$ cat config.mk
export PLATFORM = sky130hd
export DESIGN_NAME = cache_port_arbiter
export DESIGN_NICKNAME = d
export VERILOG_FILES = /design/src/rtl/cache_port_arbiter.sv
export SDC_FILE = /design/constraint.sdc
export NUM_CORES = 1
export LEC_CHECK = 0
export ABC_AREA = 0
export BUFFER_PORTS_ARGS = -buffer_cell sky130_fd_sc_hd__buf_2
export CORE_UTILIZATION = 48
export DETAILED_ROUTE_END_ITERATION = 12
export HOLD_SLACK_MARGIN = 0.02
export PLACE_DENSITY = 0.88
export SETUP_SLACK_MARGIN = 0.2
export SYNTH_ARGS = -nofsm -noshare
export SYNTH_HDL_FRONTEND = slang
export SYNTH_SLANG_ARGS = --single-unit
$ cat constraint.sdc
create_clock -name clk -period 4 [get_ports clk]
set_input_delay 0.4 -clock clk [delete_from_list [all_inputs] [get_ports clk]]
set_output_delay 0.4 -clock clk [all_outputs]
set_load 0.1 [all_outputs]
$ cat src/rtl/cache_port_arbiter.sv
// Two-port arbiter/sequencer holding one request on a blocking cache port, with per-port access/miss counters.
// Define CACHE_ARB_RR_EN for round-robin arbitration; by default port 0 has fixed priority.
module cache_port_arbiter #(
  parameter int ADDR_WIDTH = 32,
  parameter int DATA_WIDTH = 32,
  parameter int CNT_WIDTH  = 16
) (
  input  logic                    clk,
  input  logic                    reset,
  input  logic [1:0]              req_valid,
  input  logic [2*ADDR_WIDTH-1:0] req_addr,
  input  logic [1:0]              req_read,
  input  logic [1:0]              req_write,
  input  logic [2*DATA_WIDTH-1:0] req_din,
  output logic [1:0]              req_ready,
  output logic [1:0]              resp_valid,
  output logic [DATA_WIDTH-1:0]   resp_dout,
  output logic                    resp_hit,
  output logic                    cache_is_input_valid,
  output logic [ADDR_WIDTH-1:0]   cache_addr,
  output logic                    cache_mem_read,
  output logic                    cache_mem_write,
  output logic [DATA_WIDTH-1:0]   cache_din,
  input  logic                    cache_is_ready,
  input  logic                    cache_is_output_valid,
  input  logic [DATA_WIDTH-1:0]   cache_dout,
  output logic [2*CNT_WIDTH-1:0]  acc_cnt,
  output logic [2*CNT_WIDTH-1:0]  miss_cnt
);

  typedef enum logic [1:0] {IDLE, ISSUE, WAIT, RESP} state_t;

  localparam logic [CNT_WIDTH-1:0] CNT_ONE = CNT_WIDTH'(1);
  localparam logic [CNT_WIDTH-1:0] CNT_MAX = '1;

  state_t                r_state;
  logic                  r_owner;
  logic                  r_first;
  logic [ADDR_WIDTH-1:0] r_addr;
  logic                  r_read;
  logic                  r_write;
  logic [DATA_WIDTH-1:0] r_din;
  logic                  r_cache_vld;
  logic [1:0]            r_resp_vld;
  logic [DATA_WIDTH-1:0] r_resp_dout;
  logic                  r_resp_hit;
  logic [CNT_WIDTH-1:0]  r_acc_cnt  [2];
  logic [CNT_WIDTH-1:0]  r_miss_cnt [2];

  logic                  w_accept;
  logic                  w_win;
  logic [ADDR_WIDTH-1:0] w_sel_addr;
  logic [DATA_WIDTH-1:0] w_sel_din;

`ifdef CACHE_ARB_RR_EN
  logic r_last_grant;
  // On a tie the port that did not win last time goes next.
  assign w_win = (&req_valid) ? ~r_last_grant : ~req_valid[0];
`else
  assign w_win = ~req_valid[0];
`endif

  // Accept is combinational so the requester sees req_ready in the accept cycle itself.
  assign w_accept   = reset && (r_state == IDLE) && cache_is_ready && (|req_valid);
  assign req_ready  = w_accept ? (w_win ? 2'b10 : 2'b01) : 2'b00;
  assign w_sel_addr = w_win ? req_addr[2*ADDR_WIDTH-1:ADDR_WIDTH] : req_addr[ADDR_WIDTH-1:0];
  assign w_sel_din  = w_win ? req_din[2*DATA_WIDTH-1:DATA_WIDTH]  : req_din[DATA_WIDTH-1:0];

  assign resp_valid           = r_resp_vld;
  assign resp_dout            = r_resp_dout;
  assign resp_hit             = r_resp_hit;
  assign cache_is_input_valid = r_cache_vld;
  assign cache_addr           = r_addr;
  assign cache_mem_read       = r_read;
  assign cache_mem_write      = r_write;
  assign cache_din            = r_din;
  assign acc_cnt              = {r_acc_cnt[1], r_acc_cnt[0]};
  assign miss_cnt             = {r_miss_cnt[1], r_miss_cnt[0]};

  always_ff @(posedge clk) begin
    if (!reset) begin
      r_state       <= IDLE;
      r_owner       <= 1'b0;
      r_first       <= 1'b0;
      r_addr        <= '0;
      r_read        <= 1'b0;
      r_write       <= 1'b0;
      r_din         <= '0;
      r_cache_vld   <= 1'b0;
      r_resp_vld    <= 2'b00;
      r_resp_dout   <= '0;
      r_resp_hit    <= 1'b0;
      r_acc_cnt[0]  <= '0;
      r_acc_cnt[1]  <= '0;
      r_miss_cnt[0] <= '0;
      r_miss_cnt[1] <= '0;
`ifdef CACHE_ARB_RR_EN
      r_last_grant  <= 1'b1;
`endif
    end else begin
      r_cache_vld <= 1'b0;
      r_resp_vld  <= 2'b00;
      case (r_state)
        IDLE: begin
          if (w_accept) begin
            r_owner     <= w_win;
            r_addr      <= w_sel_addr;
            r_read      <= req_read[w_win];
            r_write     <= req_write[w_win];
            r_din       <= w_sel_din;
            r_cache_vld <= 1'b1;
            if (r_acc_cnt[w_win] != CNT_MAX)
              r_acc_cnt[w_win] <= r_acc_cnt[w_win] + CNT_ONE;
`ifdef CACHE_ARB_RR_EN
            r_last_grant <= w_win;
`endif
            r_state <= ISSUE;
          end
        end
        ISSUE: begin
          r_first <= 1'b1;
          r_state <= WAIT;
        end
        WAIT: begin
          // Completion in the first WAIT cycle means the cache needed no miss handling.
          if (cache_is_output_valid) begin
            r_resp_dout <= cache_dout;
            r_resp_hit  <= r_first;
            r_resp_vld  <= r_owner ? 2'b10 : 2'b01;
            if (!r_first && (r_miss_cnt[r_owner] != CNT_MAX))
              r_miss_cnt[r_owner] <= r_miss_cnt[r_owner] + CNT_ONE;
            r_state <= RESP;
          end else begin
            r_first <= 1'b0;
          end
        end
        RESP: begin
          r_state <= IDLE;
        end
        default: begin
          r_state <= IDLE;
        end
      endcase
    end
  end

endmodule

=== After elaboration in Yosys (flattened, before gate mapping) ===
Memories as Yosys holds them, arrays and structs flattened. A register that Yosys moved wholly into a read port is not among the register bits.
Index checks and enable logic that the tools add are counted.

* Add/sub/neg operators: 2
* Order comparisons: 1
* Equality and inequality tests: 8
* Multiplexer cells: 34
* Bitwise logic cells: 1
* Reductions and logical operators: 16

{| class="wikitable"
|+ Operators by type and width
! operator !! count
|-
| 32-bit 2-to-1 mux || 2
|-
| 16-bit by 1-bit adder with 16-bit output (second input constant) || 2
|-
| 16-bit 2-to-1 mux || 2
|-
| 16-bit inequality test (second input constant) || 2
|-
| 16-bit OR reduction || 2
|-
| 1-bit 2-to-1 mux || 23
|-
| 2-bit 2-to-1 mux || 5
|-
| 2-bit AND reduction || 5
|-
| 2-bit case mux with 4 select lines || 1
|-
| 2-bit inequality test (second input constant) || 3
|-
| 2-bit == test (second input constant) || 2
|-
| 1-bit logical AND || 4
|-
| 3-bit AND reduction || 1
|-
| 2-bit by 1-bit == test with 1-bit output (second input constant) || 1
|-
| 2-bit zero test || 1
|-
| 1-bit by 2-bit less-than comparator with 1-bit output (second input constant) || 1
|-
| 1-bit case mux with 2 select lines || 1
|-
| 2-bit nonzero test || 1
|-
| 2-bit OR reduction || 1
|-
| 1-bit zero test || 1
|-
| 1-bit NOT || 1
|}

* Flip-flop bits (word level): 106
* Memory bits (writable): 64
* Input port bits: 170
* Output and inout port bits: 168
* Word-level logic and storage cells: 75
* Memories: 2

{| class="wikitable"
|+ Memory list
! memory !! words !! bits a word !! rd ports !! clocked after Yosys merged registers in !! write ports !! RTL line !! source
|-
| r_acc_cnt || 2 || 16 || 3 || 0 || 2 || 47 || <nowiki>logic [CNT_WIDTH-1:0] r_acc_cnt [2];</nowiki>
|-
| r_miss_cnt || 2 || 16 || 3 || 1 || 2 || 48 || <nowiki>logic [CNT_WIDTH-1:0] r_miss_cnt [2];</nowiki>
|}

=== Depth between registers and ports, before layout ===
Gate-level depths: netlist (run 1).

* Depth after elaboration: 10
* Mapped depth: 12

=== Worst setup path after synthesis (run 1) ===
Ideal clock, no wire load.

* Path type: input port to flip-flop
* Start: input req_valid[0]
* End: memory r_acc_cnt[1][0], enable pin
* Data arrival time: 3.209 ns
* Required time: 3.628 ns
* Slack: 0.419 ns
* Cell stages on the path: 8
* Path through: buf_6 buf_6 buf_2 buf_2 nor2_1 o21ai_2 buf_4 nand2_1

{| class="wikitable"
|+ RTL lines
! element !! RTL line !! source
|-
| start: declaration || 10 || <nowiki>input logic [1:0] req_valid,</nowiki>
|-
| end: declaration || 47 ||
|}

==> results_dict.tcl, run 1 <==
set metrics [dict create \
    async_reset_ff_share_pct 0 \
    dp_slack_ps 936.2 \
    syn_area_um2 8003 \
    wl_per_cell_um 18.28 \
    regArea_um2 4064 \
    yosysSeqAreaShare_pct 50.78 \
    grt_pass1_wl_um 37740 \
    synthTopCellsByArea "dfxtp_1, edfxtp_1, a221oi_1" \
    cts_tree "yes" \
    power_leakage_nw 4.314 \
    cts_num_sinks 171 \
    worst_slew_pin_slew_ps 1129 \
    synth_most_common_cell "dfxtp_1" \
    setup_tns_ps 0 \
    wl_um 24330 \
    grt-ovfl-total 0 \
    min_period_ps 3096 \
    via_count 7617 \
    critPathCaptureType "register" \
    layout-drive-gt1-share_pct 35.61 \
    cpMaxStageDelayCell "dfxtp_1" \
    core_area_um2 16060 \
    fp.dieW_um 131.1 \
    synth_cell_types 54 \
    cp_data_arrival_time_ps 3120 \
    synthFlopType "dfxtp_1" \
    postCtsHoldBufs 0 \
    drt-met1-wl_um 9754 \
    fp.dieArea_um2 17190 \
    insertion_delay_ps 430 \
    port_buffers 337 \
    hold_class "input port to register" \
    post-route-period-util_pct 77.39 \
    cts-root-buf "clkbuf_16" \
    cts_resized 0 \
    drc_errors 0 \
    clkTransAtPathRegs_ps 60 \
    cts.path.max_buffers 2 \
    synth_edf_count 64 \
    grt_pass1_vias 7189 \
    start_util_pct 49.84 \
    peakVddDrop_v 0.0003291 \
    skew_ps 9.099 \
    hold_viol_final 0 \
    met3_length_um 1989 \
    grt_start_max_net_pins 137 \
    multi_input_area_um2 3650 \
    cap_violations 0 \
    finalNetCount 1275 \
    synth_area_per_cell_um2 10.09 \
    max_freq_mhz 323.0 \
    cts.htree.levels 4 \
    required_ps 4020 \
    ant_nets 0 \
    fillCellCount 1246 \
    max_slew_margin_pct 24.56 \
    rsz0062_at_grt "false" \
    crit_chain "buf_4 -> nand3_1 -> a22oi_2 -> nand3_1 -> o211ai_2 -> buf_4 -> nand2_1" \
    dr.pass1.iters 5 \
    power_density_nw_per_um2 555.6 \
    met2_wirelength_um 11640 \
    synth_common_cells "dfxtp_1, nand2_1, nor2b_1" \
    worstSetupStartpointType "register" \
    worstSetupPathType "register to register" \
    ys_ff_latch 171 \
    setup_slack_ps 904.3 \
    antenna_found_initial 4 \
    critical-path-max-stage-delay_ps 660 \
    top_layer "met5" \
    worstPathMaxFanout 25 \
    ios 338 \
    slew_viol_final 0 \
    drt_iter0_markers 618 \
    rows 46 \
    die_h_um 131.1 \
    syn-num-nets 969 \
    area_delta_synth_final_pct 29.55 \
    setup_viol 0 \
    synth_top_area_share_pct 26.77 \
    via_per_inst 5.723 \
    cts_made_buffers 17 \
    grt_util_all_layers_pct 27.92 \
    post-cts-setup-buffers 0 \
    netlist_instances 793 \
    power.total_mw 5.760 \
    hpwlAfterDp_um 17460 \
    synth_area_leader_cell "dfxtp_1" \
    status "complete, no violations" \
    ys.warnings.count 0 \
    gp_congestion 0.9332 \
]
==> final timing paths <==
path	endpoint	depth (start not counted)	start	slack, ps
min	resp_dout[25]$_SDFFE_PN0P_	3	cache_dout[25]	220
max	r_miss_cnt[1][10]$_SDFFCE_PN0P_	7	register	900
max reg2reg	r_miss_cnt[1][10]$_SDFFCE_PN0P_	7	register	900
min reg2reg	resp_dout[24]$_SDFFE_PN0P_	2	resp_dout[24]$_SDFFE_PN0P_	460
==> placed cells by master (no fill, tap or decap), types with 3 or more instances in the layout <==
cell type and n:
buf_4 11, o211ai_1 3, nor2b_1 70, inv_1 9, diode_2 3, nand4_1 9
mux2_2 10, a21boi_0 34, nand2_1 95, a221oi_1 66, nor3_1 4, dfxtp_1 107
edfxtp_1 64, o22ai_1 3, nor2_1 64, clkbuf_16 17, mux2i_1 18, o21ai_0 7
buf_2 336, xor2_1 10, a21oi_1 7, clkinv_2 5, ha_1 6, nand3_1 19
nor3b_1 68, xnor2_1 16, nand3b_1 6
==> routing by layer <==
metal  vias up  track usage, %
met5         -               0
met2       404           44.74
met4         2           14.58
met1      3646           34.78
met3        76           6.906
li1       3489               -
==> state kept, by name, summed over array words and instances (netlist names), named ones only <==
signal                count
cache_addr               32
cache_din                32
r_acc_cnt                32
r_miss_cnt               32
resp_dout                32
r_state                   2
resp_valid                2
cache_is_input_valid      1
cache_mem_read            1
cache_mem_write           1
r_first                   1
r_owner                   1
resp_hit                  1
==> metrics by stage <==
stage	cells	utilization (%)	area, um^2	hold WS [ps]
detailed placement	1296	61.04	9802	453.7
CTS	1328	64.52	10360	199.8
global placement	1296	61.04	9802	447.0
finish	1331	64.56	10370	215.4
global route	1331	64.56	10370	216.5
floorplan	793	-	8003	427.4
==> critical path: cells and delay by family, from the launching register on <==
| kind | cells | cell delay (ps) |
|---|---|---|
| buf+inv | 2 | 630 |
| flops | 1 | 660 |
| compound gates | 2 | 580 |
| simple gates | 3 | 820 |
==> area by class of cell <==
| type | count | share of cell area (%) |
|---|---|---|
| Clock buffer | 19 | 4.176 |
| Antenna cell | 3 | 0.07241 |
| Clock inverter | 13 | 1.207 |
| Tap cell | 216 | 2.607 |
| Inverter | 9 | 0.3259 |
| Sequential cell | 171 | 39.20 |
| Multi-Input combinational cell | 552 | 35.20 |
| Timing Repair Buffer | 348 | 17.21 |
==> report_power, final <==
group / internal (mW) / switching [mW]
sequential: 1.99 / 0.127
clock: 0.913 / 0.686
combinational: 0.423 / 1.63
==> cells by family (layout without fill, tap and decap cells) <==
kind of cell | after synthesis | in the layout | share of synthesized area [%]
muxes | 28 | 28 | 3.659
xor gates and xnor gates | 26 | 26 | 2.845
AOI/OAI and AO/OA | 140 | 140 | 14.09
adders and majority gates | 6 | 6 | 0.9381
and+or+nand+nor | 352 | 352 | 23.84
DFF | 171 | 171 | 50.78
buffers and inverters | 70 | 389 | 3.846
other | 0 | 3 | 0
Power figures use the tool's default switching activity.
==> inputs of run 2 (changes only) <==
Clock period 4 ns to 2.9 ns, I/O delays scaled along.
==> run 2 against run 1 <==
  * Combinational power grew 40%
  * Cell count grew 0.60%
  * Global-route usage shrank 0.40 points
  * Register-to-register slack lost 460 ps
  * Flip-flop and latch count is the same
  * Sequential power grew 38%
  * Clock skew shrank 1.3 ps
  * Routed wire length shrank 3.0%
  * Critical path depth grew 1
  * Critical endpoint is now r_miss_cnt[0][12]$_SDFFCE_PN0P_
  * Largest power group unchanged
==> results_dict.tcl, run 2 (synthesis gave the netlist of run 1 again) <==
set metrics [dict create \
    multi_input_area_um2 3730 \
    worstSetupStartpointType "register" \
    worstSetupPathType "register to register" \
    insertion_delay_ps 420 \
    final_util_pct 65.78 \
    grt_pass1_wl_um 37360 \
    post-cts-setup-buffers 0 \
    layout_common_cells "buf_2, dfxtp_1, nand2_1, nor2b_1, nor3b_1" \
    required_ps 3060 \
    cts_resized 0 \
    via_count 7486 \
    grt_util_all_layers_pct 27.52 \
    grt-ovfl-total 0 \
    port_buffers 337 \
    cts-root-buf "clkbuf_16" \
    hold_class "input port to register" \
    dr.pass1.iters 4 \
    worst_slew_pin_slew_ps 656.2 \
    min_period_ps 2456 \
    wl_per_cell_um 17.64 \
    drt_iter0_markers 443 \
    status "complete, no violations" \
    wl_um 23620 \
    critPathCaptureType "register" \
    setup_slack_ps 444.1 \
    skew_ps 7.836 \
    power_density_nw_per_um2 751.9 \
    final_common_cell "buf_2" \
    core_area_um2 16060 \
    cts_num_sinks 171 \
    fillCellCount 1289 \
    ant_nets 0 \
    slew_viol_final 0 \
    dpl_cell_area_um2 9995 \
    area_delta_synth_final_pct 31.99 \
    worstPathMaxFanout 12 \
    cap_violations 0 \
    cts_made_buffers 17 \
    cp_data_arrival_time_ps 2620 \
    grt_start_max_net_pins 84 \
    holdCritStartpoint "cache_dout[16]" \
    holdWs_ps 110.6 \
    drc_errors 0 \
    rows 46 \
    cts.path.max_buffers 2 \
    cts_tree "yes" \
    setup_tns_ps 0 \
    via_per_inst 5.591 \
    postCtsHoldBufs 0 \
    power.total_mw 7.942 \
    start_util_pct 49.84 \
    peakVddDrop_v 0.0004413 \
    cts.htree.levels 4 \
    grt_pass1_vias 7353 \
    dp.cells 1305 \
    finalNetCount 1284 \
    gp_congestion 0.9517 \
    postLayoutCellArea_um2 10560 \
    layout-drive-gt1-share_pct 36.66 \
    regArea_um2 4065 \
    setup_viol 0 \
    ios 338 \
    antenna_found_initial 2 \
    hpwlAfterDp_um 17250 \
    hold_viol_final 0 \
    fp.dieArea_um2 17190 \
    clkTransAtPathRegs_ps 60 \
    layout.cells.non_filler 1339 \
    die_h_um 131.1 \
    power_leakage_nw 4.396 \
    max_slew_margin_pct 56.25 \
    fp.dieW_um 131.1 \
    post-route-period-util_pct 84.69 \
    dp_slack_ps 322.8 \
    rsz0062_at_grt "false" \
    max_freq_mhz 407.2 \
]
## run 2: cell types whose count changed in the layout (fill, tap and decap cells not counted), moves of 3 or more
cell,before,now
buf_4,11,20
nand2_1,95,91
buf_12,1,4
clkbuf_1,2,5
nand2_4,0,4
buf_2,336,333
## run 2: final timing paths
check                               endpoint  slack, ps  depth (start not counted)
max          r_miss_cnt[0][12]$_SDFFCE_PN0P_        440                          8
max reg2reg  r_miss_cnt[0][12]$_SDFFCE_PN0P_        440                          8
min reg2reg        resp_dout[7]$_SDFFE_PN0P_        460                          2
min               resp_dout[16]$_SDFFE_PN0P_        110                          3
## run 2: layer usage
layer  global-route usage, %  vias to the layer above  part of all wire, %
li1                        -                     3507                    -
met1                   32.82                     3538                   40
met2                   45.95                      377                   48
met3                   7.060                       64                  8.8
met4                   13.66                        0                  3.3
met5                       0                        -                    0
## run 2: power breakdown
part           internal (mW)  switching (mW)
Sequential              2.74           0.176
Combinational          0.615            2.24
Clock                   1.28           0.895
Total                   4.63            3.31
## run 2: layout make-up
| class | count | area share [%] |
|---|---|---|
| sequential | 171 | 38.49 |
| multi-input combinational | 552 | 35.31 |
| timing repair buffer | 357 | 17.96 |
| clock buffer | 25 | 4.703 |
| tap | 216 | 2.559 |
| clock inverter | 7 | 0.6160 |
| inverter | 9 | 0.3198 |
| antenna | 2 | 0.04738 |
## run 2: critical path: stages (launching register included)
cell and delay (ps):
dfxtp_2 490, mux2_2 220, ha_1 210, inv_1 90
nor2_1 260, nand3_1 210, o211ai_2 360, buf_4 270
nor3_1 80
